### config.mk
export PLATFORM = sky130hd
export DESIGN_NAME = regfile_mp
export DESIGN_NICKNAME = d
export VERILOG_FILES = /design/src/rtl/regfile_mp.sv
export SDC_FILE = /design/constraint.sdc
export NUM_CORES = 1
export LEC_CHECK = 0
export CAP_MARGIN = 15
export CORE_UTILIZATION = 58
export DETAILED_ROUTE_END_ITERATION = 10
export HOLD_SLACK_MARGIN = 0.06
export PLACE_DENSITY_LB_ADDON = 0.3
export SLEW_MARGIN = 25
export SYNTH_ARGS = -nofsm -noshare
export SYNTH_HDL_FRONTEND = slang
export SYNTH_SLANG_ARGS = --single-unit
export TNS_END_PERCENT = 50
### constraint.sdc
create_clock -name clk -period 4.2 [get_ports clk]
set_input_delay 0.42 -clock clk [delete_from_list [all_inputs] [get_ports clk]]
set_output_delay 0.42 -clock clk [all_outputs]
set_load 0.02 [all_outputs]
### src/rtl/regfile_mp.sv
// regfile_mp: multi-read-port register file with synchronous clear sweep after reset.
// Latency: 1 cycle from read address to rd; writes visible next cycle (same cycle with BYPASS).
// Backpressure: none; hold freezes all read output registers, busy=1 while the sweep runs.
//
// Ports:
//   clk, rst      clock and synchronous active-high reset
//   we, wa, wd    write port (enable, address, data)
//   ra            NRD packed read addresses, port k at [k*AW +: AW]
//   hold          1: read output registers keep their value
//   rd            NRD packed registered read data, port k at [k*WIDTH +: WIDTH]
//   busy          clear sweep in progress (writes ignored, reads return 0)
module regfile_mp #(
  parameter int WIDTH    = 32,
  parameter int DEPTH    = 32,
  parameter int NRD      = 2,
  parameter bit ZERO_REG = 1'b1,
  parameter bit BYPASS   = 1'b1,
  // Derived from DEPTH; not meant to be overridden.
  parameter int AW       = $clog2(DEPTH)
) (
  input  logic                 clk,
  input  logic                 rst,
  input  logic                 we,
  input  logic [AW-1:0]        wa,
  input  logic [WIDTH-1:0]     wd,
  input  logic [NRD*AW-1:0]    ra,
  input  logic                 hold,
  output logic [NRD*WIDTH-1:0] rd,
  output logic                 busy
);

  typedef enum logic {CLEAR, RUN} state_t;

  localparam logic [AW-1:0] LAST    = AW'(DEPTH - 1);
  // One extra bit so DEPTH itself is representable for non-power-of-two range checks.
  localparam logic [AW:0]   DEPTH_W = (AW + 1)'(DEPTH);

  state_t              state;
  logic [AW-1:0]       cnt;
  logic [WIDTH-1:0]    mem [DEPTH];

  logic                wa_ok;
  logic                wr_valid;
  logic                mem_we;
  logic [AW-1:0]       mem_wa;
  logic [WIDTH-1:0]    mem_wd;
  logic [AW-1:0]       ra_k;
  logic [NRD*WIDTH-1:0] rd_nxt;

  assign busy  = (state == CLEAR);
  assign wa_ok = ({1'b0, wa} < DEPTH_W);

  // A user write that will actually modify the array this cycle.
  assign wr_valid = (state == RUN) && we && wa_ok && !(ZERO_REG && (wa == '0));

  // Single physical write port shared between the clear sweep and user writes,
  // so the array can live in a single-write-port block RAM.
  assign mem_we = !rst && ((state == CLEAR) || wr_valid);
  assign mem_wa = (state == CLEAR) ? cnt : wa;
  assign mem_wd = (state == CLEAR) ? '0 : wd;

  always_ff @(posedge clk) begin
    if (mem_we) begin
      mem[mem_wa] <= mem_wd;
    end
  end

  // Next read data per port: out-of-range / zero register first, then the
  // bypassed write data, otherwise the array contents before this edge's write.
  always_comb begin
    rd_nxt = '0;
    ra_k   = '0;
    for (int k = 0; k < NRD; k++) begin
      ra_k = ra[k*AW +: AW];
      if (!({1'b0, ra_k} < DEPTH_W) || (ZERO_REG && (ra_k == '0))) begin
        rd_nxt[k*WIDTH +: WIDTH] = '0;
      end else if (BYPASS && wr_valid && (wa == ra_k)) begin
        rd_nxt[k*WIDTH +: WIDTH] = wd;
      end else begin
        rd_nxt[k*WIDTH +: WIDTH] = mem[ra_k];
      end
    end
  end

  // Control FSM with the read output registers.
  always_ff @(posedge clk) begin
    if (rst) begin
      state <= CLEAR;
      cnt   <= '0;
      rd    <= '0;
    end else begin
      case (state)
        CLEAR: begin
          // Reads return 0 during the sweep even when hold is asserted.
          rd <= '0;
          if (cnt == LAST) begin
            state <= RUN;
            cnt   <= '0;
          end else begin
            cnt <= cnt + AW'(1);
          end
        end
        RUN: begin
          if (!hold) begin
            rd <= rd_nxt;
          end
        end
        default: begin
          state <= CLEAR;
          cnt   <= '0;
          rd    <= '0;
        end
      endcase
    end
  end

endmodule

# == Word-level counts from Yosys, hierarchy flattened ==
# Memories as Yosys holds them, arrays and structs flattened.
# Index checks and enable logic that the tools add are counted.
# word_totals
latchBits,0
n_memories,1
romBits,0
ramBits,1024
inputBits,51
ff_bits,70
wordCells,34
# op_classes
shift,0
n_lt_le_gt_ge,0
div,0
bitwise_logic,1
eq_ne,4
reduce_logical,11
multipliers,0
muxes,13
n_addsub,1
# memory_table
memory,words,word_bits,read_ports,rd_clocked_by_memory_dff,wr,line,text
mem,32,32,2,0,1,40,logic [WIDTH-1:0] mem [DEPTH];
# op_table
cell,count
$mux 32,5
$pmux 64 s2,1
$mux 64,1
$logic_not 5->1,3
$eq 5x5->1,2
$mux 5,2
$add 5x1->5 const B,1
$eq 5x5->1 const B,1
$logic_and 1x1->1,5
$mux 1,4
$logic_not 1->1,2
$ne 2x2->1 const B,1
$logic_or 1x1->1,1
$not 1->1,1

# == Logic depth before layout (Yosys ltp) ==
# depth
ltp_word,8
mapped_depth,10
ltp_nobuf,6

# == Least setup slack after synthesis ==
# OpenSTA, ideal clock, no wires.
# synth_timing
path_kind,input port to flip-flop
start,input wa[1]
end,"memory mem[10][0], enable pin"
cell_stages,6
arrival_ns,2.635
required_ns,3.779
setup_time_ns,0.421
path_buffers,1
slack_ns,1.144
cell_sequence,buf_2 or4_4 o21ai_0 a21oi_1 nand2_1 nor2_1
# synth_via
elab_chain_len,7
# synth_lines
item,line,text
from (decl),24,"input logic [AW-1:0] wa,"
$logic_not 5->1,54,assign wr_valid = (state == RUN) && we && wa_ok && !(ZERO_REG && (wa == '0));
$logic_not 1->1,54,
$logic_and 1x1->1,54,
$logic_or 1x1->1,58,assign mem_we = !rst && ((state == CLEAR) || wr_valid);
$logic_and 1x1->1,58,
$mux 1,63,if (mem_we) begin
$mux 1 (not written as such),64,mem[mem_wa] <= mem_wd;
to (decl),40,
# Parallel ways exist; a longest one is shown, timed or not.

# == Worst setup path in the final report ==
# layout_timing
start,register state
end,"memory mem[17][13], enable pin"
# layout_via
elab_chain_len,6
# layout_lines
item,line,text
from (decl),38,state_t state;
from (signal assigned),88,state <= CLEAR;
from (signal assigned),97,state <= RUN;
from (signal assigned),109,state <= CLEAR;
$logic_and 1x1->1 (2 in a row),54,
$logic_or 1x1->1,58,
$logic_and 1x1->1,58,
$mux 1,63,
$mux 1 (not written as such),64,
# Parallel ways exist; a longest one is shown, timed or not.

==> results.txt <==
----------------------------------------------------
[Power and ir drop]
  Leakage power total ... just under 20 nW
  Total power density per cell area ... roughly 410 nW/µm²
  Worst supply voltage drop on vdd ... 0.324 mV

[Synthesis]
  Leading cell types by total area after synthesis ... edfxtp_1, mux4_2, mux2i_1
  Sequential area share after synthesis ... roughly 64%
  Commonest cells in the synthesized netlist ... edfxtp_1, mux4_2, mux2i_1
  Mapped Area ... a little over 50000 µm²
  Count of warnings emitted by yosys ... 0
  Dominant cell type by area after synthesis ... edfxtp_1
  Top-count cell post-synth ... edfxtp_1
  Net count of the mapped netlist ... between 2k and 3k
  Average cell area after synthesis ... between 15 and 20 µm²
  Area share of the largest cell type after synthesis ... between 60 and 70%
  Post-synth EDFFs ... roughly 1k
  Number of cells produced by synthesis ... between 2k and 3k
  Number of different library cells in the post-synthesis netlist ... between 50 and 60
  Leading register cell type out of synthesis ... edfxtp_1
  Fraction of registers with async set or reset after synthesis ... 0%
  Number of register bits inferred by synthesis ... 1094

[Clock tree]
  Root cell of the clock tree ... clkbuf_16
  H-Tree Depth ... 3
  Clock transition at path regs ... roughly 60 ps
  Clock latency of the later-clocked register in the worst-skew pair ... roughly 680 ps
  Clock buffers created by TritonCTS ... approximately 110
  Post-CTS Setup Inserts ... 0
  Post-cts repair resize count ... 0
  Clock tree from TritonCTS ... done
  # clock sinks ... 1094
  Worst-case clock buffer depth ... 3
  Post-CTS Hold Fix Bufs ... 0

[Routing]
  Per-cell via count in the routed design ... between 7 and 8
  Remaining antenna violation count ... 0
  Drt first pass iters ... 6
  Iteration-0 DRC count of the detailed router ... 4367
  Total Routed Length ... about 150000 µm
  Remaining routing DRC violations ... 0
  Wire length per cell after detailed routing ... between 30 and 40 µm
  Via Count ... 30.2k

[Critical path]
  Data required time of the critical path ... 4550 ps
  Largest fanout on the critical path ... 25
  Chain of cells forming the critical path ... buf_4 > mux2_2 > nor2_1 > and3_1 > and2_2 > buf_12
  Longest individual stage delay on the worst path ... a little over 600 ps
  CP max-delay cell ... and2_2
  Worst Path Buf+Inv ... 2
  Startpoint type of the worst setup path ... register
  Crit end category ... register
  Startpoint-to-endpoint class of the critical path ... register to register
  Kind of cell adding the most delay to the critical path ... simple AND/OR/NAND/NOR gates
  Worst Path Arrival ... about 3400 ps

[Placement]
  Cell area reported after detailed placement ... approximately 54000 µm²
  Final RePlAce weighted congestion ... 0.874
  HPWL after detailed placement ... around 92000 µm
  Cell count after placement ... about 3.8k
  Buffers on Ports ... between 100 and 150

[Hold path]
  HP Class ... input pin to register

[STA]
  Max_slew headroom ... 24.7%
  Max-slew violation total from the final report ... 0
  Actual slew at the worst max-slew pin ... 1130 ps
  Clk_skew ... ~23 ps
  Maximum clock frequency ... between 300 and 400 MHz
  Ratio of final minimum period to clock period ... between 70% and 80%
  RSZ-0062 raised after global routing ... false
  Worst-case hold slack ... just under 400 ps
  Total negative setup slack ... 0 ps
  Count of final setup violators ... 0
  Final hold violations ... 0
  Final critical path time including I/O delays and setup ... 3010 ps

[GRT]
  Number of antenna violations at the first check in global routing ... 6
  Pin count of the biggest net entering global routing ... 97
  Global-route wire length before repair ... between 200000 and 250000 µm
  Global-route congestion overflow total ... 0
  Vias in the first global route ... roughly 30k
  GR Util All Layers ... about a third

[Layout]
  Final Util ... ~67%
  Post-Layout Inst Area ... 57300 µm²
  Sequential Area ... approximately 32000 µm²
  Multi-input gate area in the final layout ... ~18000 µm²
  Fraction of layout cells with a size suffix above 1 ... around a third
  Fill cell total of the finished layout ... about 5.3k
  Area added between synthesis and finish ... 13.5%
  Total number of nets in the final design ... approximately 2.8k
  Finished Layout Cells ... 4034

[Run status]
  Outcome ... finished, final reports clean

[Floorplan]
  Overall die area ... between 80000 and 90000 µm²
  DIE WIDTH ... between 200 and 300 µm
  Number of core rows ... approximately 110
  IO Count ... roughly 120
  Placeable core area ... around 86000 µm²
  Starting Density ... 58.9%
  Vertical die dimension ... a little under 300 µm

[Job]
  Number of max-cap violations ... 0

----------------------------------------------------
==> placed cells by master, fill, tap and decap left out, types with 17 or more instances in the layout <==
master / count
dfxtp_1: 69
o211ai_1: 41
a22oi_1: 88
a22o_1: 34
edfxtp_1: 1024
clkdlybuf4s50_1: 106
and2_2: 30
nand2_1: 85
mux2_2: 64
mux2i_1: 189
buf_4: 82
nand3_1: 40
o21ai_0: 40
nand2b_1: 32
buf_12: 31
clkinv_2: 17
nor2_4: 24
clkinv_1: 22
a211oi_1: 28
mux4_2: 468
clkbuf_16: 113
==> worst reg2reg max path, stage by stage (launching register included) <==
cell and delay, ps:
dfxtp_2 470, buf_4 430, mux2_2 430, nor2_1 150
and3_1 220, and2_2 610, buf_12 330
==> sequential cells by signal (all words and copies together) (netlist names) <==
name / cells
rd: 64
cnt: 5
state: 1
mem: 1024
==> power breakdown <==
group | switching, W | internal [W] | total [W]
combinational | 0.000895 | 0.000717 | 0.00161
clock | 0.00417 | 0.00594 | 0.0101
sequential | 0.0000310 | 0.0118 | 0.0118
total | 0.00509 | 0.0185 | 0.0236
==> layout make-up <==
type / count / share of cell area, %
Sequential cell: 1094 / 56.1
Multi-Input combinational cell: 1356 / 30.6
Clock buffer: 134 / 5.20
Timing Repair Buffer: 227 / 4.19
Tap cell: 1144 / 2.50
Clock inverter: 69 / 1.29
Inverter: 4 / 0.0262
Antenna cell: 6 / 0.0262
==> per-stage QoR <==
| stage | total power, W | setup slack (ps) |
|---|---|---|
| 2_1_floorplan | 0.0131 | 1140 |
| 3_3_place_gp | 0.0136 | 855 |
| 3_5_place_dp | 0.0137 | 775 |
| 4_1_cts | 0.0236 | 1260 |
| 5_1_grt | 0.0240 | 1140 |
| 6_report | 0.0236 | 1190 |
==> cells by family (layout without fill, tap and decap cells) <==
group | count (synthesis) | after routing | synth area share [%]
xor gates and xnor gates | 10 | 10 | 0.174
DFF | 1094 | 1094 | 63.7
adders and majority gates | 2 | 2 | 0.0496
and+or+nand+nor | 268 | 268 | 2.68
buffers and inverters | 218 | 434 | 2.03
AOI/OAI and AO/OA | 355 | 355 | 5.27
muxes | 721 | 721 | 26.1
other | 0 | 6 | 0
==> metal layers <==
layer / vias to the layer above / GRT usage [%] / share of wire, % / wire length (µm)
li1: 11676 / - / - / -
met1: 15472 / 46.6 / 34 / 51400
met2: 2516 / 53.0 / 47 / 70700
met3: 482 / 7.70 / 13 / 19600
met4: 6 / 20.0 / 6.6 / 10000
met5: - / 0 / 0.026 / 40
==> final timing paths <==
path | start | end | slack (ps) | depth (start not counted)
worst min-delay path | ra[1] | rd[3] | 390 | 4
worst max-delay path | state | mem[17][13] | 1190 | 6
worst min register to register | rd[49] | rd[49] | 480 | 2
worst max register to register | state | mem[17][13] | 1190 | 6
Note: power is estimated with default switching activity, not from simulation.
